<file path="config.mk">
export PLATFORM = sky130hd
export DESIGN_NAME = countdown_timer
export DESIGN_NICKNAME = d
export VERILOG_FILES = /design/src/rtl/countdown_timer.sv
export SDC_FILE = /design/constraint.sdc
export NUM_CORES = 1
export LEC_CHECK = 0
export CORE_AREA = 2 2 59 117
export DETAILED_ROUTE_END_ITERATION = 6
export DIE_AREA = 0 0 61 119
export HOLD_SLACK_MARGIN = 0.12
export PLACE_DENSITY_LB_ADDON = 0.15
export SYNTH_ARGS = -nofsm -noshare
export SYNTH_HDL_FRONTEND = slang
export SYNTH_SLANG_ARGS = --single-unit
export TNS_END_PERCENT = 20
</file>
<file path="constraint.sdc">
create_clock -name clk -period 5.2 [get_ports clk]
set_clock_uncertainty 0.2 [all_clocks]
set_input_delay 1.56 -clock clk [delete_from_list [all_inputs] [get_ports clk]]
set_output_delay 1.56 -clock clk [all_outputs]
set_load 0.05 [all_outputs]
</file>
<file path="src/rtl/countdown_timer.sv">
// Seconds countdown timer: a prescaler divides clk into seconds and a
// seconds counter runs down from a loaded value, optionally reloading on expiry.
module countdown_timer #(
  parameter int TICKS_PER_SEC = 10,
  parameter int CNT_WIDTH     = 32,
  parameter int SEC_WIDTH     = 8
) (
  input  logic                 clk,
  input  logic                 sync_reset,
  input  logic                 enable,
  input  logic                 clear,
  input  logic                 load,
  input  logic [SEC_WIDTH-1:0] load_value,
  input  logic                 auto_reload,
  output logic                 second_elapsed,
  output logic                 half_second_elapsed,
  output logic [SEC_WIDTH-1:0] seconds_left,
  output logic                 running,
  output logic                 expired,
  output logic                 expire_pulse,
  output logic [1:0]           debug_state
);

  localparam logic [1:0] ST_IDLE    = 2'd0;
  localparam logic [1:0] ST_RUNNING = 2'd1;
  localparam logic [1:0] ST_EXPIRED = 2'd2;

  localparam logic [CNT_WIDTH-1:0] LAST_TICK = CNT_WIDTH'(TICKS_PER_SEC - 1);
  localparam logic [CNT_WIDTH-1:0] HALF_TICK = CNT_WIDTH'(TICKS_PER_SEC / 2 - 1);
  localparam logic [SEC_WIDTH-1:0] ONE_SEC   = SEC_WIDTH'(1);

  logic [1:0]           state;
  logic [1:0]           state_next;
  logic [CNT_WIDTH-1:0] prescaler;
  logic [CNT_WIDTH-1:0] prescaler_next;
  logic [SEC_WIDTH-1:0] seconds_next;
  logic [SEC_WIDTH-1:0] reload_value;
  logic [SEC_WIDTH-1:0] reload_next;
  logic                 pulse_next;
  logic                 counting;
  logic                 at_last;
  logic                 at_half;

  // Strobes are combinational so they mark the last cycle of the counted
  // second itself; load, clear and reset all suppress counting.
  assign counting = (state == ST_RUNNING) && enable && !load && !clear && !sync_reset;
  assign at_last  = (prescaler == LAST_TICK);
  assign at_half  = (prescaler == HALF_TICK);

  assign second_elapsed      = counting && at_last;
  assign half_second_elapsed = counting && (at_last || at_half);
  assign running             = (state == ST_RUNNING);
  assign expired             = (state == ST_EXPIRED);
  assign debug_state         = state;

  always_comb begin
    state_next     = state;
    prescaler_next = prescaler;
    seconds_next   = seconds_left;
    reload_next    = reload_value;
    pulse_next     = 1'b0;
    if (load) begin
      prescaler_next = '0;
      if (load_value != '0) begin
        seconds_next = load_value;
        reload_next  = load_value;
        state_next   = ST_RUNNING;
      end else begin
        seconds_next = '0;
        state_next   = ST_IDLE;
      end
    end else if (clear) begin
      prescaler_next = '0;
    end else if (counting) begin
      if (at_last) begin
        prescaler_next = '0;
        if (seconds_left > ONE_SEC) begin
          seconds_next = seconds_left - ONE_SEC;
        end else if (seconds_left == ONE_SEC) begin
          // auto_reload is sampled only here, at the moment of expiry.
          pulse_next = 1'b1;
          if (auto_reload) begin
            seconds_next = reload_value;
          end else begin
            seconds_next = '0;
            state_next   = ST_EXPIRED;
          end
        end
      end else begin
        prescaler_next = prescaler + 1'b1;
      end
    end
  end

  always_ff @(posedge clk) begin
    if (sync_reset) begin
      state        <= ST_IDLE;
      prescaler    <= '0;
      seconds_left <= '0;
      reload_value <= '0;
      expire_pulse <= 1'b0;
    end else begin
      state        <= state_next;
      prescaler    <= prescaler_next;
      seconds_left <= seconds_next;
      reload_value <= reload_next;
      expire_pulse <= pulse_next;
    end
  end

endmodule

</file>
# ---- Word level (Yosys, flattened, before mapping)
# Index checks and enable logic that the tools add are counted.
dict set report word_totals {
  reg_bits 51
  latch_bits 0
  ramBits 0
  romBits 0
  inputBits 14
  output_inout_bits 15
  word_cells 56
  n_memories 0
}
dict set report classes {
  n_addsub 2
  mul 0
  div 0
  magnitude_cmp 1
  n_eq_ne 8
  shift 0
  muxes 18
  bitwise_logic 2
  n_reduce_logical 20
}
# cell count
set ops {}
lappend ops {{two-way mux 8 bit} 8}
lappend ops {{adder 32 x 1 -> 32 bit (second input constant)} 1}
lappend ops {{== test 32 x 3 -> 1 bit (second input constant)} 1}
lappend ops {{== test 32 x 4 -> 1 bit (second input constant)} 1}
lappend ops {{two-way mux 32 bit} 1}
lappend ops {{two-way mux 2 bit} 7}
lappend ops {{== test 8 x 1 -> 1 bit (second input constant)} 1}
lappend ops {{> comparator 8 x 1 -> 1 bit (second input constant)} 1}
lappend ops {{nonzero test 8 bit} 1}
lappend ops {{subtractor 8 x 1 -> 8 bit (second input constant)} 1}
lappend ops {{logical AND 1 bit} 6}
lappend ops {{AND reduction 6 bit} 1}
lappend ops {{nonzero test 2 bit} 3}
lappend ops {{OR reduction 6 bit} 1}
lappend ops {{!= test 2 bit (second input constant)} 2}
lappend ops {{AND reduction 4 bit} 1}
lappend ops {{zero test 1 bit} 3}
lappend ops {{nonzero test 3 bit} 1}
lappend ops {{OR reduction 3 bit} 1}
lappend ops {{== test 2 x 1 -> 1 bit (second input constant)} 1}
lappend ops {{== test 2 bit (second input constant)} 1}
lappend ops {{two-way mux 1 bit} 2}
lappend ops {{!= test 2 x 1 -> 1 bit (second input constant)} 1}
lappend ops {{inverter 1 bit} 2}
lappend ops {{2 further kinds} 2}

# ---- Logic depth before layout (Yosys ltp)
# Gate-level depths: netlist (run 1).
dict set report depth {
  ltp_word 8
  mapped_depth 8
}

# ---- Worst setup path before layout (run 1)
# Ideal clock, no wire load.
dict set report synth_path {
  path_type {input to output}
  startpoint {input load}
  endpoint {output second_elapsed}
  arrival_ns 3.694
  path_slack_ns -0.254
  path_stages 4
  path_buffers 1
  cell_sequence {buf_2 nor3_4 nand2_1 nor4_1}
}
dict set report synth_via {
  elab_chain_cells 5
}
# element line
set synth_rtl {}
lappend synth_rtl {{start, declared} 12} ;# input logic load,
lappend synth_rtl {{zero test 1 bit} 46} ;# assign counting = (state == ST_RUNNING) && enable && !load && !clear && !sync_reset;
lappend synth_rtl {{logical AND 1 bit (3 in series)} 46}
lappend synth_rtl {{logical AND 1 bit} 50} ;# assign second_elapsed = counting && at_last;
lappend synth_rtl {{end, declared} 15} ;# output logic second_elapsed,
# Every way passes these cells.

# ---- Worst setup path after layout (run 1)
# Ends and elaborated chain as after synthesis.

==> summary.txt, run 1 <==
Net Sw Frac -> 26.5%
Sequential area share after synthesis -> 36.5%
Clock buffer depth -> 2
Compound-gate portion of the synthesized area -> 10.7%
Area Growth Syn to Fin -> 19.0%
Routed WL per cell -> 14.4 um
Port Buffers -> 28
Worst-Skew Late Latency -> 0.30 ns
Std-Cell Rows -> 42
VDD IR-drop max -> 0.281 mV
Max Cap Viol -> 0
Hold Path Class -> register to register
Grt total ovfl -> 0
CTS tree -> built
Final ANT Viol Nets -> 0
Crit end category -> output port
Synthesized area -> 0.00280 sq mm
Most frequent cells in the layout -> nor2_1, dfxtp_1, xnor2_1, clkdlybuf4s50_1, nand2_1
FF+latch count, synth -> 51
Clock Pin Slew Worst Setup and Hold Paths -> 0.07 ns
Mapped Nets -> 356
Commonest non-fill, non-tap cell in the layout -> nor2_1
WP data required -> 3.44 ns
Fin. Hold Viols -> 0
Total GRT Usage -> 19.6%
Ant. Diodes -> 0
Nets -> 376
Core region area -> 0.00646 sq mm
Comb pwr share -> 16.2%
Async SR Flop Fraction -> 0%
Simple-gate share of the synthesized area -> 33.8%
Post-synthesis mux area share -> 0.804%
Final worst-path cycle share -> 92.3%
Largest family of logic cells by synthesized area -> simple AND/OR/NAND/NOR gates
Placer Congestion -> 0.813
Setup TNS -> 0 ns
Status -> finished clean
Post-cts resize count -> 0
CTS Buf Count -> 5
H-tree depth -> 2
Root buf cell -> clkbuf_16
Crit start category -> input pin
Final setup fails -> 0
EDFF count, synth -> 0
Worst slew pin tran -> 0.743 ns
IO Pins -> 29
Post-Synth XOR/XNOR Area -> 10.6%
Worst EP arrival -> 3.04 ns
HPWL Detailed -> 4570 um
Critical Path Fanout Max -> 3
Placed Instances -> 438
PwrDens -> 288 mW/mm^2
DIE HEIGHT -> 119 um
Pin count of the biggest net entering global routing -> 32
Adder-Cell Fraction of Synth Area -> 2.23%
Avg Inst Size Synth -> 8.31 sq um
DR vias/cell -> 5.44
Top delay family on crit path -> simple AND/OR/NAND/NOR gates
Most common flop cell mapped by yosys -> dfxtp_1
Worst path cell trace -> clkdlybuf4s50_1 > nor3_4 > nand2_1 > nor4_2 > buf_12
Sinks on Clock Net -> 51
Pre-antenna DRT Iters -> 4
CP max-delay cell -> clkdlybuf4s50_1
Reg power frac -> 43.3%
Clock power frac -> 40.5%
Die Wd -> 61 um
Crit path kind -> input pin to output port
Final Critical Period -> 4.80 ns
Starting Density -> 43.3%
DR iter-0 viols -> 128
RSZ-0062 raised after global routing -> false
Layout Cells excl Fill -> 446
First-pass GRT wire length -> 10900 um
Post-CTS setup buffers -> 0
Gate Count Post-Synth -> 337
Vias post-DR -> 2426
Slew margin rel. -> 50.3%
Synth cell types -> 54
DRC violations left -> 0
CP max stage delay -> 0.52 ns
Vias in the first global route -> 2277
Die area -> 0.00726 sq mm
Layout cell share with drive strength beyond 1 -> 9.50%
Switching pwr -> 255 uW
FMAX -> 208 MHz
Initial antenna violation count -> 0
Leak -> 1.05 nW
Final Slew Violations -> 0
Final Routed Wirelength -> 6430 um
Crit path buf inv count -> 2
Post-cts hold buffer count -> 0
Synth warn -> 0
Internal power -> 706 uW
[cell usage after synthesis (3+ instances only)]
cell | number | area, sq um
inv_1 | 13 | 48.8
nand2_1 | 23 | 86.3
dfxtp_1 | 51 | 1020
nand3_1 | 12 | 60.1
and3_1 | 3 | 18.8
o21ai_1 | 4 | 20.0
and4_1 | 6 | 52.6
a21oi_1 | 6 | 30.0
xor2_1 | 3 | 26.3
clkbuf_1 | 6 | 22.5
nor3_1 | 15 | 75.1
nor2_1 | 57 | 214
nand4_1 | 10 | 62.6
nor2b_1 | 3 | 18.8
o21a_1 | 3 | 22.5
nor4_1 | 20 | 125
ha_1 | 5 | 62.6
a311oi_1 | 3 | 26.3
buf_2 | 10 | 50.1
xnor2_1 | 31 | 272
a22oi_1 | 6 | 45.0
nor4_2 | 5 | 62.6
[metal layers]
metal	vias up	routed length, um	GRT usage, %
met5	-	0	0
met4	0	115	7.88
met3	7	240	4.23
met2	46	3010	28.9
met1	1134	3070	27.3
li1	1239	-	-
[worst register-to-register path: stages (launching register included)]
cell and delay (ns):
dfxtp_1 0.37, nor4_1 0.30, nand4_1 0.29, nand4b_1 0.45, nor4_1 0.59, o22ai_1 0.13
[cell families (layout without fill, tap and decap cells)]
group | after synthesis | after routing
simple gates | 172 | 172
flops | 51 | 51
compound gates | 40 | 40
xor+xnor | 34 | 34
buf+inv | 33 | 54
fa+ha+maj | 5 | 5
mux | 2 | 2
[flip-flops by register name, summed over array words and instances (netlist names)]
name	cells
debug_state	2
expire_pulse	1
prescaler	32
seconds_left	8
reload_value	8
[per-stage QoR]
stage | utilization [%] | power (mW) | hold slack [ns] | instance area, sq um | worst slack (ns)
after floorplan | - | 0.537 | 0.237 | 2810 | 0.174
final | 51.6 | 0.960 | 0.258 | 3330 | 0.400
after CTS | 51.6 | 0.971 | 0.260 | 3330 | 0.396
after detailed placement | 48.8 | 0.579 | 0.251 | 3160 | 0.408
after global placement | 48.8 | 0.577 | 0.246 | 3160 | 0.410
after global routing | 51.6 | 0.998 | 0.286 | 3330 | 0.331
[power groups by stage]
stage                     Sequential [mW]  Combinational, mW  Clock (mW)
final                               0.415              0.156       0.389
after global routing                0.417              0.169       0.412
after CTS                           0.415              0.156       0.400
after detailed placement            0.424              0.155           0
after global placement              0.424              0.153           0
after floorplan                     0.441             0.0953           0
[layout make-up]
type                       count  area, sq um
inverter                      13         48.8
multi-input combinational    253         1640
fill                         627         3130
sequential                    51         1020
tap                           88          110
clock inverter                 2         38.8
clock buffer                   6          139
timing repair buffer          33          338
[path summary, 6_finish.rpt]
check,from,endpoint,slack [ns],depth (start not counted)
max,load,second_elapsed,0.40,5
min reg2reg,reload_value[7],reload_value[7],0.26,2
max reg2reg,prescaler[11],debug_state[0],2.72,5
min,reload_value[7],reload_value[7],0.26,2
Note: power is estimated with default switching activity, not from simulation.
==> inputs of run 2 (changes only) <==
- CORE_AREA: 2 2 59 117 -> 2 2 55 109
- DIE_AREA: 0 0 61 119 -> 0 0 57 111
==> summary.txt, run 2 (synthesized netlist as in run 1, its figures left out) <==
Status -> finished clean
RSZ-0062 raised after global routing -> false
CP max stage delay -> 0.50 ns
Top delay family on crit path -> simple AND/OR/NAND/NOR gates
HPWL Detailed -> 4580 um
PwrDens -> 279 mW/mm^2
Grt total ovfl -> 0
Commonest non-fill, non-tap cell in the layout -> nor2_1
Root buf cell -> clkbuf_16
Worst reg2reg setup slack -> 2.70 ns
Routed WL per cell -> 15.7 um
Std-Cell Rows -> 39
Setup TNS -> 0 ns
Crit end category -> output port
CTS tree -> built
FF-to-FF End -> debug_state[0]
Final Slew Violations -> 0
Area Growth Syn to Fin -> 17.2%
Initial antenna violation count -> 0
Leak -> 1.04 nW
Core region area -> 0.00556 sq mm
DR vias/cell -> 5.95
Slew margin rel. -> 46.6%
Pin count of the biggest net entering global routing -> 32
Max FFs per register -> 32
Starting Density -> 50.3%
H-tree depth -> 2
Setup ws final -> 0.410 ns
Hold_sp -> reload_value[5]
Largest Register -> prescaler
Max Cap Viol -> 0
Crit path buf inv count -> 2
CP max-delay cell -> clkdlybuf4s50_1
R2R cell count -> 5
Final ANT Viol Nets -> 0
Multi-input logic area -> 0.00164 sq mm
Post-cts resize count -> 0
IO Pins -> 29
Layout cell share with drive strength beyond 1 -> 9.50%
Worst-Skew Late Latency -> 0.29 ns
Finished Core Util -> 59.0%
Ant. Diodes -> 0
Final worst-path cycle share -> 92.1%
Setup WS pre-CTS -> 0.421 ns
FMAX -> 209 MHz
Crit start category -> input pin
Fin area -> 0.00328 sq mm
Port Buffers -> 28
Final setup fails -> 0
R2r startpoint -> prescaler[29]
DR iter-0 viols -> 92
Post-CTS setup buffers -> 0
Worst EP arrival -> 3.03 ns
Die Wd -> 57 um
First-pass GRT wire length -> 11200 um
Die area -> 0.00633 sq mm
Fin. Hold Viols -> 0
Final Critical Period -> 4.79 ns
Most frequent cells in the layout -> nor2_1, dfxtp_1, xnor2_1, clkdlybuf4s50_1, nand2_1
Vias post-DR -> 2492
Register area -> 0.00102 sq mm
Nets -> 376
Hold Path Class -> register to register
Total GRT Usage -> 22.0%
WHS Endpoint -> reload_value[5]
Worst path cell trace -> clkdlybuf4s50_1 > nor3_4 > nand2_1 > nor4_2 > buf_12
Placer Congestion -> 0.816
Post-cts hold buffer count -> 0
Sinks on Clock Net -> 51
Placed Instance Area -> 0.00312 sq mm
Clock buffer depth -> 2
VDD IR-drop max -> 0.329 mV
Vias in the first global route -> 2340
Top flop regs -> prescaler (32), reload_value (8), seconds_left (8)
DIE HEIGHT -> 111 um
Critical Path Fanout Max -> 3
CTS Buf Count -> 5
Final Routed Wirelength -> 6580 um
Worst slew pin tran -> 0.799 ns
DRC violations left -> 0
Clock Pin Slew Worst Setup and Hold Paths -> 0.07 ns
WP data required -> 3.44 ns
Min Hold Slack -> 0.260 ns
Crit path kind -> input pin to output port
Hold Path Cell Cnt -> 2
FILL cells -> 507
Pre-antenna DRT Iters -> 4
-- run 2: routing by layer --
metal	up-vias	wire length, um	GRT usage, %
met4	0	128	8.84
met5	-	0	0
met2	53	3080	32.0
met1	1190	3060	31.1
met3	10	307	5.13
li1	1239	-	-
-- run 2: per-stage QoR --
step / std cells / total power, mW
detailed placement: 411 / 0.579
finish: 419 / 0.917
CTS: 419 / 0.924
floorplan: 337 / 0.537
global route: 419 / 0.953
global placement: 411 / 0.576
-- run 2: area by class of cell --
class | instances | area share (%)
well taps | 61 | 2.33
clock inverters | 1 | 0.229
repair buffers | 33 | 10.3
clock buffers | 7 | 4.65
inverters | 13 | 1.49
flip-flops and latches | 51 | 31.1
multi-input cells | 253 | 49.9
-- run 2: worst reg2reg max path, cell delays in order (launching register included) --
cell and delay, ns:
dfxtp_1 0.34, nor4_1 0.35, nand4_1 0.26, nand4b_1 0.43
nor4_1 0.63, o22ai_1 0.14
-- run 2: where the power goes --
group	leakage (nW)	total (mW)	internal [mW]	switching, mW
sequential	0.414	0.416	0.401	0.0150
clock	0.0761	0.345	0.205	0.141
combinational	0.546	0.156	0.0633	0.0923
total	1.04	0.917	0.669	0.248
-- run 2: how the worst max path moves through the flow --
stage	start	end	slack [ns]	cells past startpoint
2_1_floorplan	load	half_second_elapsed	0.17	4
3_3_place_gp	load	second_elapsed	0.42	5
3_5_place_dp	load	second_elapsed	0.42	5
4_1_cts	load	second_elapsed	0.40	5
5_1_grt	load	second_elapsed	0.33	5
6_report	load	second_elapsed	0.41	5
==> inputs of run 3 (changes only) <==
- CORE_AREA: 2 2 55 109 -> 2 2 67 132
- DIE_AREA: 0 0 57 111 -> 0 0 69 134
==> summary.txt, run 3 (synthesized netlist as in run 1, its figures left out) <==
Sinks on Clock Net -> 51
H-tree depth -> 2
Largest Register -> prescaler
IO Pins -> 29
Min Hold Slack -> 0.263 ns
CTS Buf Count -> 5
Worst slew pin tran -> 0.939 ns
Crit. Startpoint -> clear
Crit path depth -> 5
Std-Cell Rows -> 47
Port Buffers -> 28
Worst reg2reg setup slack -> 2.76 ns
Max FFs per register -> 32
Fin. Hold Viols -> 0
Worst path cell trace -> clkdlybuf4s50_1 > nor3_4 > nand2_1 > nor4_2 > buf_12
CTS tree -> built
Post-cts resize count -> 0
DR vias/cell -> 5.42
Clock buffer depth -> 2
Root buf cell -> clkbuf_16
Vias post-DR -> 2466
Final worst-path cycle share -> 90.2%
Setup TNS -> 0 ns
WP data required -> 3.44 ns
Critical Path Fanout Max -> 3
Die area -> 0.00925 sq mm
Max Cap Viol -> 0
Die Wd -> 69 um
Hold_sp -> reload_value[7]
Crit path kind -> input pin to output port
Final ANT Viol Nets -> 0
Layout cell share with drive strength beyond 1 -> 8.96%
Fin area -> 0.00333 sq mm
Final setup fails -> 0
Initial antenna violation count -> 0
Total GRT Usage -> 16.3%
Placed Instance Area -> 0.00317 sq mm
Ant. Diodes -> 0
Worst EP arrival -> 2.93 ns
Clock Pin Slew Worst Setup and Hold Paths -> 0.06 ns
Area Growth Syn to Fin -> 18.8%
CP max stage delay -> 0.47 ns
DIE HEIGHT -> 134 um
CP max-delay cell -> clkdlybuf4s50_1
Setup ws final -> 0.508 ns
Core region area -> 0.00823 sq mm
DR iter-0 viols -> 112
Top flop regs -> prescaler (32), reload_value (8), seconds_left (8)
R2r startpoint -> seconds_left[4]
VDD IR-drop max -> 0.190 mV
Crit path buf inv count -> 2
Post-CTS setup buffers -> 0
Final Critical Period -> 4.69 ns
Starting Density -> 34.0%
Top delay family on crit path -> simple AND/OR/NAND/NOR gates
Slew margin rel. -> 36.8%
Status -> finished clean
Placer Congestion -> 0.801
PwrDens -> 283 mW/mm^2
FMAX -> 213 MHz
Routed WL per cell -> 15.5 um
Hold Path Class -> register to register
Grt total ovfl -> 0
Post-cts hold buffer count -> 0
Commonest non-fill, non-tap cell in the layout -> nor2_1
Nets -> 376
Crit start category -> input pin
Setup WS pre-CTS -> 0.483 ns
Leak -> 1.04 nW
Pin count of the biggest net entering global routing -> 31
HPWL Detailed -> 5360 um
DRC violations left -> 0
Crit end category -> output port
End of the critical path -> second_elapsed
Most frequent cells in the layout -> nor2_1, dfxtp_1, xnor2_1, clkdlybuf4s50_1, nand2_1
First-pass GRT wire length -> 12100 um
Final Slew Violations -> 0
Vias in the first global route -> 2493
R2R cell count -> 5
RSZ-0062 raised after global routing -> false
Worst-Skew Late Latency -> 0.29 ns
Final Routed Wirelength -> 7070 um
Pre-antenna DRT Iters -> 4
FF-to-FF End -> seconds_left[5]
[run 3: metrics by stage]
step	utilization, %	cells	total power [mW]
after global placement	38.5	448	0.582
after global routing	40.4	455	0.980
after CTS	40.4	455	0.956
final	40.4	455	0.943
after detailed placement	38.5	448	0.583
after floorplan	-	337	0.537
[run 3: area by class of cell]
cell class	count	area, sq um
inverter	13	48.8
clock buffer	6	129
clock inverter	1	30.0
sequential	51	1020
multi-input combinational	253	1640
timing repair buffer	33	338
tap	98	123
fill	877	4910
[run 3: tightest hold or removal path, stage by stage (launching register included)]
cell and delay, ns:
dfxtp_1 0.31, nand2_1 0.05, a21oi_1 0.05
[run 3: worst min path at each step]
stage / endpoint / slack, ns / cells after the start
floorplan: reload_value[5] / 0.24 / 2
global placement: reload_value[5] / 0.25 / 2
detailed placement: reload_value[7] / 0.26 / 2
CTS: reload_value[7] / 0.27 / 2
global route: reload_value[5] / 0.29 / 2
finish: reload_value[7] / 0.26 / 2
[run 3: power breakdown]
group | switching (mW) | internal, mW | total [mW] | leakage (nW)
Sequential | 0.0152 | 0.401 | 0.416 | 0.414
Combinational | 0.0927 | 0.0634 | 0.156 | 0.546
Clock | 0.146 | 0.225 | 0.371 | 0.0769
Total | 0.254 | 0.689 | 0.943 | 1.04
[run 3: routing by layer]
| metal | track usage [%] | up-vias | wire, um |
|---|---|---|---|
| met4 | 7.08 | 0 | 170 |
| li1 | - | 1235 | - |
| met5 | 0 | - | 0 |
| met3 | 2.78 | 9 | 172 |
| met1 | 15.4 | 1181 | 2490 |
| met2 | 33.1 | 41 | 4230 |
